==> config.mk <==
export PLATFORM = sky130hd
export DESIGN_NAME = regfile_write_arbiter
export DESIGN_NICKNAME = d
export VERILOG_FILES = /design/src/rtl/regfile_write_arbiter.sv
export SDC_FILE = /design/constraint.sdc
export NUM_CORES = 1
export LEC_CHECK = 0
export CAP_MARGIN = 15
export CORE_ASPECT_RATIO = 0.6
export CORE_MARGIN = 2
export CORE_UTILIZATION = 44
export CTS_BUF_LIST = sky130_fd_sc_hd__clkbuf_8 sky130_fd_sc_hd__clkbuf_16
export DETAILED_ROUTE_END_ITERATION = 8
export PLACE_DENSITY = 0.83
export SYNTH_ARGS = -nofsm -noshare
export SYNTH_HDL_FRONTEND = slang
export SYNTH_SLANG_ARGS = --single-unit
==> constraint.sdc <==
create_clock -name clock -period 2.52 [get_ports clock]
set_input_delay 0.378 -clock clock [delete_from_list [all_inputs] [get_ports clock]]
set_output_delay 0.378 -clock clock [all_outputs]
set_load 0.05 [all_outputs]
==> src/rtl/regfile_write_arbiter.sv <==
// Arbitrates the single register-file write port between pipeline writeback (always wins)
// and a small FIFO of multiply/divide results, with a starvation timer that requests a stall.
module regfile_write_arbiter #(
    parameter int DATA_W       = 32,
    parameter int ADDR_W       = 5,
    parameter int FIFO_DEPTH   = 2,
    parameter int STARVE_LIMIT = 4
) (
    input  logic                          clock,
    input  logic                          reset,
    input  logic                          wb_valid,
    input  logic [ADDR_W-1:0]             wb_addr,
    input  logic [DATA_W-1:0]             wb_data,
    input  logic                          mdu_valid,
    output logic                          mdu_ready,
    input  logic [ADDR_W-1:0]             mdu_addr,
    input  logic [DATA_W-1:0]             mdu_data,
    output logic                          rf_write_enable,
    output logic [ADDR_W-1:0]             rf_write_address,
    output logic [DATA_W-1:0]             rf_write_data,
    input  logic [ADDR_W-1:0]             busy_addr_1,
    input  logic [ADDR_W-1:0]             busy_addr_2,
    output logic                          busy_1,
    output logic                          busy_2,
    output logic                          stall_request,
    output logic [$clog2(FIFO_DEPTH):0]   fifo_count
);

    localparam int PTR_W   = $clog2(FIFO_DEPTH);
    localparam int CNT_W   = PTR_W + 1;
    localparam int TIMER_W = 4;

    typedef enum logic [1:0] {ST_IDLE, ST_WAIT, ST_FORCE} state_t;

    state_t              state;
    logic [TIMER_W-1:0]  timer;
    logic [PTR_W-1:0]    rd_ptr;
    logic [PTR_W-1:0]    wr_ptr;
    logic                ready_q;
    logic [ADDR_W-1:0]   addr_mem [FIFO_DEPTH];
    logic [DATA_W-1:0]   data_mem [FIFO_DEPTH];

    logic                wb_write;
    logic                fifo_empty;
    logic                pop;
    logic                push;
    logic                blocked;
    logic [CNT_W-1:0]    count_next;
    logic [FIFO_DEPTH-1:0] entry_valid;

    assign wb_write   = wb_valid && (wb_addr != '0);
    assign fifo_empty = (fifo_count == '0);
    assign pop        = !wb_write && !fifo_empty;
    assign blocked    = wb_write && !fifo_empty;
    // Writes to r0 complete the handshake but are never queued.
    assign push       = mdu_valid && ready_q && (mdu_addr != '0);
    assign count_next = fifo_count + CNT_W'(push) - CNT_W'(pop);
    assign mdu_ready  = ready_q;

    // NOTE: every output of a combinational block gets a default first so no latch is inferred.
    always_comb begin
        entry_valid = '0;
        busy_1      = 1'b0;
        busy_2      = 1'b0;
        for (int i = 0; i < FIFO_DEPTH; i++) begin
            entry_valid[i] = {1'b0, PTR_W'(i) - rd_ptr} < fifo_count;
            if (entry_valid[i] && (addr_mem[i] == busy_addr_1) && (busy_addr_1 != '0))
                busy_1 = 1'b1;
            if (entry_valid[i] && (addr_mem[i] == busy_addr_2) && (busy_addr_2 != '0))
                busy_2 = 1'b1;
        end
    end

    // NOTE: storage has no reset; entry validity comes solely from fifo_count and rd_ptr.
    always_ff @(posedge clock) begin
        if (push) begin
            addr_mem[wr_ptr] <= mdu_addr;
            data_mem[wr_ptr] <= mdu_data;
        end
    end

    // NOTE: sequential state uses non-blocking assignments so all registers update together.
    always_ff @(posedge clock or posedge reset) begin
        if (reset) begin
            rf_write_enable  <= 1'b0;
            rf_write_address <= '0;
            rf_write_data    <= '0;
            rd_ptr           <= '0;
            wr_ptr           <= '0;
            fifo_count       <= '0;
            ready_q          <= 1'b0;
            state            <= ST_IDLE;
            timer            <= '0;
            stall_request    <= 1'b0;
        end else begin
            ready_q         <= (count_next < CNT_W'(FIFO_DEPTH));
            fifo_count      <= count_next;
            rf_write_enable <= wb_write || pop;
            if (push) wr_ptr <= wr_ptr + PTR_W'(1);
            if (pop)  rd_ptr <= rd_ptr + PTR_W'(1);

            if (wb_write) begin
                rf_write_address <= wb_addr;
                rf_write_data    <= wb_data;
            end else if (pop) begin
                rf_write_address <= addr_mem[rd_ptr];
                rf_write_data    <= data_mem[rd_ptr];
            end

            case (state)
                ST_IDLE: begin
                    if (push) begin
                        state <= ST_WAIT;
                        timer <= '0;
                    end
                end
                ST_WAIT: begin
                    if (pop) begin
                        timer <= '0;
                        state <= (count_next == '0) ? ST_IDLE : ST_WAIT;
                    end else if (blocked) begin
                        if (timer == TIMER_W'(STARVE_LIMIT - 1)) begin
                            state         <= ST_FORCE;
                            stall_request <= 1'b1;
                        end else begin
                            timer <= timer + TIMER_W'(1);
                        end
                    end
                end
                ST_FORCE: begin
                    // A wb write that ignores the stall still wins; keep forcing.
                    if (pop) begin
                        timer         <= '0;
                        stall_request <= 1'b0;
                        state         <= (count_next == '0) ? ST_IDLE : ST_WAIT;
                    end
                end
                default: begin
                    state         <= ST_IDLE;
                    timer         <= '0;
                    stall_request <= 1'b0;
                end
            endcase
        end
    end

endmodule

# Word-level counts from Yosys, hierarchy flattened
# Memories as Yosys holds them, arrays and structs flattened.
# Cells that the tools add are included.
# op_classes
n_addsub,7
n_mux,28
reduce_logical,27
magnitude_cmp,3
bitwise_logic,1
n_eq_ne,15
# ops
op,n
$mux W32,2
$eq A5 B5 Y1,4
$mux W4,5
$reduce_bool A5 Y1,4
$logic_and A1 B1 Y1,13
$pmux W4 S3,1
$mux W1,11
$mux W2,5
$mux W5,2
$ne A2 B2 Y1 const B,5
$ne A3 B3 Y1 const B,3
$reduce_and A4 Y1,2
$logic_not A2 Y1,3
$pmux W2 S3,1
$reduce_and A5 Y1,1
$add A4 B1 Y4 const B,1
$eq A4 B2 Y1 const B,1
$lt A1 B2 Y1,2
$pmux W1 S3,1
$add A1 B1 Y1 const B,2
$add A2 B1 Y2,1
$eq A2 B1 Y1 const B,1
$eq A2 B2 Y1 const B,1
$logic_not A1 Y1,2
other kinds (6),7
# word_totals
elab_cells,93
mem_count,2
input_bits,88
mem_bits_rw,74
ff_bits,50
output_inout_bits,44
# mem_list
name,words,width,rd,rd_ports_with_merged_regs,write_ports,line,rtl
data_mem,2,32,1,0,1,41,logic [DATA_W-1:0] data_mem [FIFO_DEPTH];
addr_mem,2,5,3,0,1,40,logic [ADDR_W-1:0] addr_mem [FIFO_DEPTH];

# Longest topological paths before layout
# Gate-level depths: netlist (run 1).
# logic_depth
ltp_word,9
depth_mapped,10
mapped_depth_nobuf,10

# Least setup slack after synthesis (run 1)
# Ideal clock, no wire load.
# synth_path
path_kind,reg2reg
from,"reg ready_q, in the netlist mdu_ready"
to,mem addr_mem[0][0] (enable)
arrival_time_ns,2.577
n_path_buf,0
t_required_ns,2.089
setup_ns,0.431
period_less_slack_ns,3.008
slack_ns,-0.488
path_stages_with_launch,5
path_cell_list,dfrtp_1 -> and2_1 -> o21a_1 -> inv_1 -> nor2_1
# synth_via
elab_chain_cells,4
# synth_rtl
element,line,rtl
start: declaration,39,logic ready_q;
start signal: assignment,96,ready_q <= (count_next < CNT_W'(FIFO_DEPTH));
$logic_and A1 B1 Y1 (2 in series),56,assign push = mdu_valid && ready_q && (mdu_addr != '0);
$mux W1,76,if (push) begin
$mux W1 (not written as such),77,addr_mem[wr_ptr] <= mdu_addr;
end: declaration,40,
# No other way between the ends.

# Worst setup path in the final report (run 1)
# layout_path
from,in mdu_addr[0]
to,reg state[0]
# layout_via
elab_chain_cells,8
elab_cells_between_ends,11
cone_classes,add/sub: 2; eq/ne: 1; mux: 4; reduce/logical: 4
# layout_rtl
element,line,rtl
start: declaration,16,"input logic [ADDR_W-1:0] mdu_addr,"
$reduce_bool A5 Y1 (*),56,
$logic_and A1 B1 Y1 (*),56,
$add A2 B1 Y2,57,assign count_next = fifo_count + CNT_W'(push) - CNT_W'(pop);
$sub A2 B1 Y2,57,
$logic_not A2 Y1,"120, 135",
$mux W1,"120, 135",
$mux W2 (on tied branches),"132, 118",
$pmux W2 S3,110,case (state)
end signal: assignment,120,state <= (count_next == '0) ? ST_IDLE : ST_WAIT;
end signal: assignment,135,state <= (count_next == '0) ? ST_IDLE : ST_WAIT;
end: declaration,35,state_t state;
# Mark *: on every way between the ends. The rest lies on a longest branch, timed or not. The select of a mux whose other input is x is not followed.
# A chain may end at the register's enable or synchronous reset.

==> flow_metrics.tcl, run 1 <==
set metrics [dict create \
    nFillCells 879 \
    crit_arrival_ns 2.78 \
    detail-route-antenna-nets 0 \
    grt_max_degree 74 \
    p_sw_uw 3330 \
    hold_viol_final 0 \
    layout_min_cycle_time_ns 2.48 \
    required_ns 2.82 \
    initial_core_util 0.459 \
    num_io_pins 132 \
    peakVddDrop_mv 0.612 \
    ff_latch_area_um2 3480 \
    core_area_um2 11500 \
    nets 670 \
    htreeDepth 4 \
    via_per_inst 5.12 \
    synth_cells 425 \
    crit_fanout 2 \
    leakagePower_uw 0.00299 \
    fin_ws_ns 0.0428 \
    yosysTopAreaCellShare 0.422 \
    crit_slowest_cell "clkdlybuf4s50_1" \
    multi_input_area_um2 1750 \
    final_core_utilization 0.665 \
    pwr-share-clk 0.283 \
    synth_warnings 0 \
    layout-drive-gt1-share 0.137 \
    grt_pass1_wl_mm 20.6 \
    routabilityCongestion 0.826 \
    slew_violations 0 \
    seqPwrFrac 0.325 \
    dp_slack_ns -0.454 \
    synth_ff_type "edfxtp_1" \
    synth_edf_count 74 \
    synth_area_leaders "edfxtp_1 42%, dfrtp_1 24%, mux2i_1 7.2%" \
    tightestPinTransition_ns 0.696 \
    synth_nets 516 \
    die_w_um 145 \
    critPathLaunchType "input port" \
    hpwl_mm 8.91 \
    clock_latency_ns 0.40 \
    grt_antenna_before_repair 0 \
    crit_chain "clkdlybuf4s50_1 -> or3_4 -> o21a_1 -> inv_2 -> ha_4 -> inv_2 -> ha_4 -> xnor3_2 -> nand2b_4 -> or4b_1 -> o211ai_1" \
    rsz0062_at_grt "no" \
    first_iter_violations 237 \
    finalClockSkew_ns 0.00959 \
    cts_max_path_buffers 2 \
    row_count 30 \
    critPathMaxStageDelay_ns 0.44 \
    hold_class "input port to register" \
    vias 3848 \
    worstSetupPathType "input port to register" \
    finalCritPeriodShare 0.983 \
    antenna-diode-count 0 \
    fmax_ghz 0.404 \
    cp-end-kind "register" \
    async_flop_share 0.403 \
    wl_per_cell_um 17.3 \
    status "finished clean" \
    clk_pin_slew_ns 0.06 \
    first_pass_iters 5 \
    drt-total-wl_mm 13.0 \
    numCtsBuffers 17 \
    setup_violations 0 \
    drv_cap 0 \
    pwr-share-comb 0.391 \
    cts_tree "built" \
    port_buffers 131 \
    slew_headroom 0.535 \
    synth.largest_area_cell "edfxtp_1" \
    grt_pass1_vias 3929 \
    area_growth_pct 45.0 \
    p_sw_frac 0.366 \
    p_int_uw 5760 \
    die_h_um 88.8 \
    yosys.cell_types.count 43 \
    grt-ovfl-total 0 \
    cts.sinks 124 \
    cts_root_buf "clkbuf_16" \
    avgSynthCellArea_um2 12.4 \
    drc 0 \
    ys_seq_elements 124 \
    synthesis.area_um2 5270 \
    grtUsageTotal 0.211 \
    synth_seq_area_share 0.659 \
    power_density_nw_per_um2 1190 \
    die_area_um2 12900 \
]
==> power by group through the flow <==
stage / Clock [uW] / Combinational [uW] / Sequential (uW)
2_1_floorplan: 0 / 1520 / 3750
3_3_place_gp: 0 / 3400 / 2960
3_5_place_dp: 0 / 3480 / 2990
4_1_cts: 2620 / 3500 / 2960
5_1_grt: 2720 / 3810 / 3010
6_report: 2580 / 3560 / 2960
==> worst max-delay path, delay by kind of cell <==
family | cells | cell delay (ns)
simple gates | 3 | 0.90
buf+inv | 3 | 0.59
compound gates | 2 | 0.31
fa+ha+maj | 2 | 0.31
xor+xnor | 1 | 0.28
==> kinds of logic after synthesis <==
logic type | Yosys count | share of synthesized area
AO/OA/AOI/OAI | 104 | 0.108
XOR/XNOR | 23 | 0.0411
adder cells (fa/ha/maj) | 3 | 0.00712
buffers and inverters | 27 | 0.0226
flip-flops | 124 | 0.659
multiplexers | 38 | 0.0722
AND/OR/NAND/NOR | 106 | 0.0905
==> synth_stat cells (2+ instances only) <==
library cell / number
nand2b_1: 3
or2_2: 2
xnor2_1: 9
nor3_1: 2
buf_2: 5
inv_1: 6
nor2_1: 42
and2_1: 2
edfxtp_1: 74
clkbuf_1: 13
dfrtp_1: 50
a21oi_1: 44
nand3_1: 2
o211ai_1: 2
or3_1: 2
o21ai_0: 46
nand2_1: 38
xor2_1: 13
or4_1: 3
ha_1: 3
mux2i_1: 38
o2111ai_1: 2
a31oi_1: 4
==> sequential cells by signal, summed over array words and instances (netlist names) <==
register and cells:
rd_ptr 1, rf_write_enable 1, stall_request 1, rf_write_data 32
state 2, timer 4, rf_write_address 5, data_mem 64
wr_ptr 1, addr_mem 10, fifo_count 2, mdu_ready 1
==> placed cells by master (no fill, tap or decap), types with 3 or more instances in the layout <==
| cell type | instances |
|---|---|
| clkdlybuf4s50_1 | 128 |
| edfxtp_1 | 74 |
| dfrtp_1 | 47 |
| o21ai_0 | 46 |
| a21oi_1 | 43 |
| nor2_1 | 41 |
| mux2i_1 | 38 |
| nand2_1 | 38 |
| buf_4 | 23 |
| clkbuf_16 | 17 |
| xor2_1 | 13 |
| xnor2_1 | 9 |
| inv_1 | 4 |
| a31oi_1 | 4 |
| bufinv_16 | 4 |
| clkinv_4 | 4 |
| nand2b_1 | 3 |
| inv_2 | 3 |
| or4_1 | 3 |
| clkinvlp_4 | 3 |
| dfrtp_2 | 3 |
| buf_12 | 3 |
==> worst paths after layout <==
kind                                      to  slack (ns)  depth (start not counted)     startpoint
min in group asynchronous  rf_write_data[22]        0.41                          2          reset
setup / recovery                    state[0]        0.04                         11    mdu_addr[0]
setup reg to reg                    state[0]        0.15                          9  fifo_count[0]
hold reg to reg                     timer[3]        0.53                          1       timer[3]
max in group asynchronous   rf_write_data[2]        1.45                          3          reset
hold / removal                addr_mem[1][1]        0.26                          1    mdu_addr[1]
==> through the flow <==
step | total power, uW | setup TNS (ns) | hold WS [ns] | cell area (um2) | instances
detailed placement | 6470 | -9.63 | 0.511 | 6950 | 716
global route | 9540 | 0 | 0.240 | 7640 | 752
global placement | 6350 | -4.96 | 0.491 | 6950 | 716
floorplan | 5270 | 0 | 0.471 | 5320 | 425
finish | 9090 | 0 | 0.262 | 7640 | 752
CTS | 9090 | 0 | 0.418 | 7580 | 748
==> timing repair <==
action,CTS,global route
resized for setup,2,2
setup endpoints to repair,1,3
endpoints found under the hold margin,0,0
hold buffers,0,0
buffers inserted,0,3
==> metal layers <==
metal  global-route usage  wire length, um  up-vias
met3               0.0742              912       10
met5                    0                0        -
met2                0.346             6170      150
met4               0.0588               68        0
li1                     -                -     1838
met1                0.271             5850     1850
==> final cells by class <==
| cell class | instances | area share |
|---|---|---|
| Clock inverter | 14 | 0.0255 |
| Inverter | 6 | 0.00295 |
| Sequential cell | 124 | 0.455 |
| Timing Repair Buffer | 156 | 0.203 |
| Tap cell | 160 | 0.0262 |
| Clock buffer | 18 | 0.0575 |
| Multi-Input combinational cell | 274 | 0.229 |
No activity file was read; power rests on OpenSTA's default activity.
==> run 2, diff against run 1 <==
ABC_CLOCK_PERIOD_IN_PS = 2520   (was not set)
==> results of run 2 <==
The final DEF is identical to that of run 1; final timing and power are the same.
==> run 3, diff against run 2 <==
ABC_AREA = 1   (was not set)
CORE_UTILIZATION = 45   (was 44)
PLACE_DENSITY = 0.84   (was 0.83)
SETUP_SLACK_MARGIN = 0.5   (was not set)
TNS_END_PERCENT = 50   (was not set)
==> run 3 against run 2 <==
Against the previous run:
- global-route usage increased by 1.4 points
- critical endpoint is now busy_1
- sequential power rose by 3%
- first-iteration DRC count grew 39%
- fmax rose by 19%
- critical path type is now input port to output pin
==> flow_metrics.tcl, run 3 <==
set metrics [dict create \
    via_per_inst 5.13 \
    grt-ovfl-total 0 \
    initial_core_util 0.456 \
    setup_violations 0 \
    power_uw 8870 \
    timing.rr.start "fifo_count[0]" \
    crit_slowest_cell "clkdlybuf4s50_1" \
    die_area_um2 13000 \
    setup_tns_ns 0 \
    path_buf_inv 3 \
    antenna-diode-count 0 \
    synth_seq_area_share 0.640 \
    ff2ff_setup_slack_ns 0.47 \
    largest_register_ffs 64 \
    crit_chain "clkdlybuf4s50_1 -> inv_1 -> nand2_1 -> a21oi_2 -> nand3_1 -> a21oi_2 -> buf_12" \
    rsz0062_at_grt "yes" \
    final_common_cell "nand2_1" \
    row_count 31 \
    power_density_nw_per_um2 1150 \
    finalCritPeriodShare 0.823 \
    r2r_cells 12 \
    drt-total-wl_mm 14.2 \
    ys_top_cells_by_count "166 x nand2_1, 74 x edfxtp_1, 50 x dfrtp_1" \
    grt_pass1_wl_mm 22.3 \
    critPathLaunchType "input port" \
    cp-end-kind "output pin" \
    wl_per_cell_um 17.0 \
    cts.sinks 124 \
    grtUsageTotal 0.225 \
    first_iter_violations 329 \
    grt_max_degree 39 \
    crit_arrival_ns 1.70 \
    yosys.cell_types.count 31 \
    critical_path.top_delay_family "buffers and inverters" \
    holdPathStages 3 \
    routabilityCongestion 0.876 \
    synth_warnings 0 \
    synth_nets 590 \
    cts_root_buf "clkbuf_16" \
    ff_latch_area_um2 3480 \
    critPathMaxStageDelay_ns 0.47 \
    leakagePower_uw 0.00326 \
    final_core_utilization 0.648 \
    cts_tree "built" \
    htreeDepth 4 \
    hold_class "input port to register" \
    cts_max_path_buffers 2 \
    fmax_ghz 0.482 \
    avgSynthCellArea_um2 10.9 \
    slew_violations 0 \
    synth_area_leaders "edfxtp_1 41%, dfrtp_1 23%, nand2_1 11%" \
    yosysMostFrequentCell "nand2_1" \
    nets 746 \
    r2r_end "state[0]" \
    nFillCells 888 \
    yosysTopAreaCellShare 0.410 \
    die_h_um 89.0 \
    post_dp_cell_area_um2 7020 \
    synth_ff_type "edfxtp_1" \
    layout_common_cells "166 x nand2_1, 120 x clkdlybuf4s50_1, 74 x edfxtp_1, 47 x dfrtp_1, 25 x nand3_1" \
    peakVddDrop_mv 0.689 \
    finalClockSkew_ns 0.00771 \
    layout-drive-gt1-share 0.169 \
    hpwl_mm 9.52 \
    vias 4276 \
    layout_min_cycle_time_ns 2.07 \
    holdBufCountCts 0 \
    port_buffers 131 \
    synth_edf_count 74 \
    hold_start "wb_addr[3]" \
    numCtsBuffers 17 \
    worstSetupStartpoint "busy_addr_1[3]" \
    num_io_pins 132 \
    multi_input_area_um2 1790 \
    required_ns 2.14 \
    largest_registers "data_mem (64), rf_write_data (32), addr_mem (10)" \
    ys_seq_elements 124 \
    tightestPinTransition_ns 0.557 \
    drc 0 \
    status "finished clean" \
    detail-route-antenna-nets 0 \
    area_growth_pct 42.2 \
    clock_latency_ns 0.41 \
    whs_ns 0.320 \
    worstSetupPathType "input port to output pin" \
    synth_cells 499 \
    die_w_um 146 \
    grt_pass1_vias 4356 \
    first_pass_iters 6 \
    clk_pin_slew_ns 0.06 \
    crit_fanout 3 \
    drv_cap 0 \
    async_flop_share 0.403 \
    crit_top_cell "a21oi_2" \
    core_area_um2 11900 \
    min_to "rf_write_address[3]" \
    final_area_um2 7710 \
    synth.largest_area_cell "edfxtp_1" \
    slew_headroom 0.628 \
    top_register "data_mem" \
    grt_antenna_before_repair 0 \
    synthesis.area_um2 5420 \
    hold_viol_final 0 \
]
run 3: cell type report:
cell class / count / area share
flip-flops and latches: 124 / 0.451
inverters: 33 / 0.0170
well taps: 165 / 0.0268
clock buffers: 17 / 0.0552
repair buffers: 153 / 0.200
clock inverters: 15 / 0.0177
multi-input cells: 326 / 0.232
run 3: worst register-to-register path, delay by kind of cell, from the launching register on:
family	cells	cell delay (ns)
AO/OA/AOI/OAI	1	0.05
adder cells (fa/ha/maj)	2	0.53
flip-flops	1	0.47
AND/OR/NAND/NOR	6	0.74
buffers and inverters	3	0.14
run 3: report_power, final:
group,leakage (uW),switching [uW],internal (uW),total (uW)
registers,0.00129,305,2730,3040
clock network,0.000267,936,1370,2300
logic,0.00170,2300,1230,3520
run 3: worst max-delay path by stage:
stage                           to  slack [ns]  cells after the start
floorplan           addr_mem[1][0]        0.21                      4
global placement          state[0]        0.03                     14
CTS                  fifo_count[0]        0.45                      1
finish                      busy_1        0.45                      7
detailed placement        state[0]       -0.02                     14
global route                busy_1        0.38                      7
run 3: repair_timing:
item                                    CTS  global route
cloned                                    0             0
endpoints found under the setup margin    5             8
gates resized for setup                  11            19
pin swaps                                 4             8
buffers inserted                          4             4
run 3: cells by family (layout without fill, tap and decap cells):
logic type / after synthesis / count (layout) / share of synthesized area
xor gates and xnor gates: 11 / 11 / 0.0178
AOI/OAI and AO/OA: 44 / 44 / 0.0549
muxes: 21 / 21 / 0.0388
DFF: 124 / 124 / 0.640
buffers and inverters: 49 / 218 / 0.0429
and+or+nand+nor: 247 / 247 / 0.198
adders and majority gates: 3 / 3 / 0.00692
run 3: per-stage QoR:
| step | worst slack (ns) | std cells |
|---|---|---|
| 4_1_cts | 0.450 | 829 |
| 6_report | 0.447 | 833 |
| 3_5_place_dp | -0.0176 | 793 |
| 5_1_grt | 0.379 | 833 |
| 2_1_floorplan | 0.207 | 499 |
| 3_3_place_gp | 0.0348 | 793 |
run 3: routing by layer:
layer | wire length, um | track usage | vias to the layer above
met4 | 199 | 0.0722 | 0
met2 | 6940 | 0.387 | 187
met1 | 6130 | 0.288 | 2069
met3 | 911 | 0.0541 | 23
met5 | 0 | 0 | -
li1 | - | - | 1997
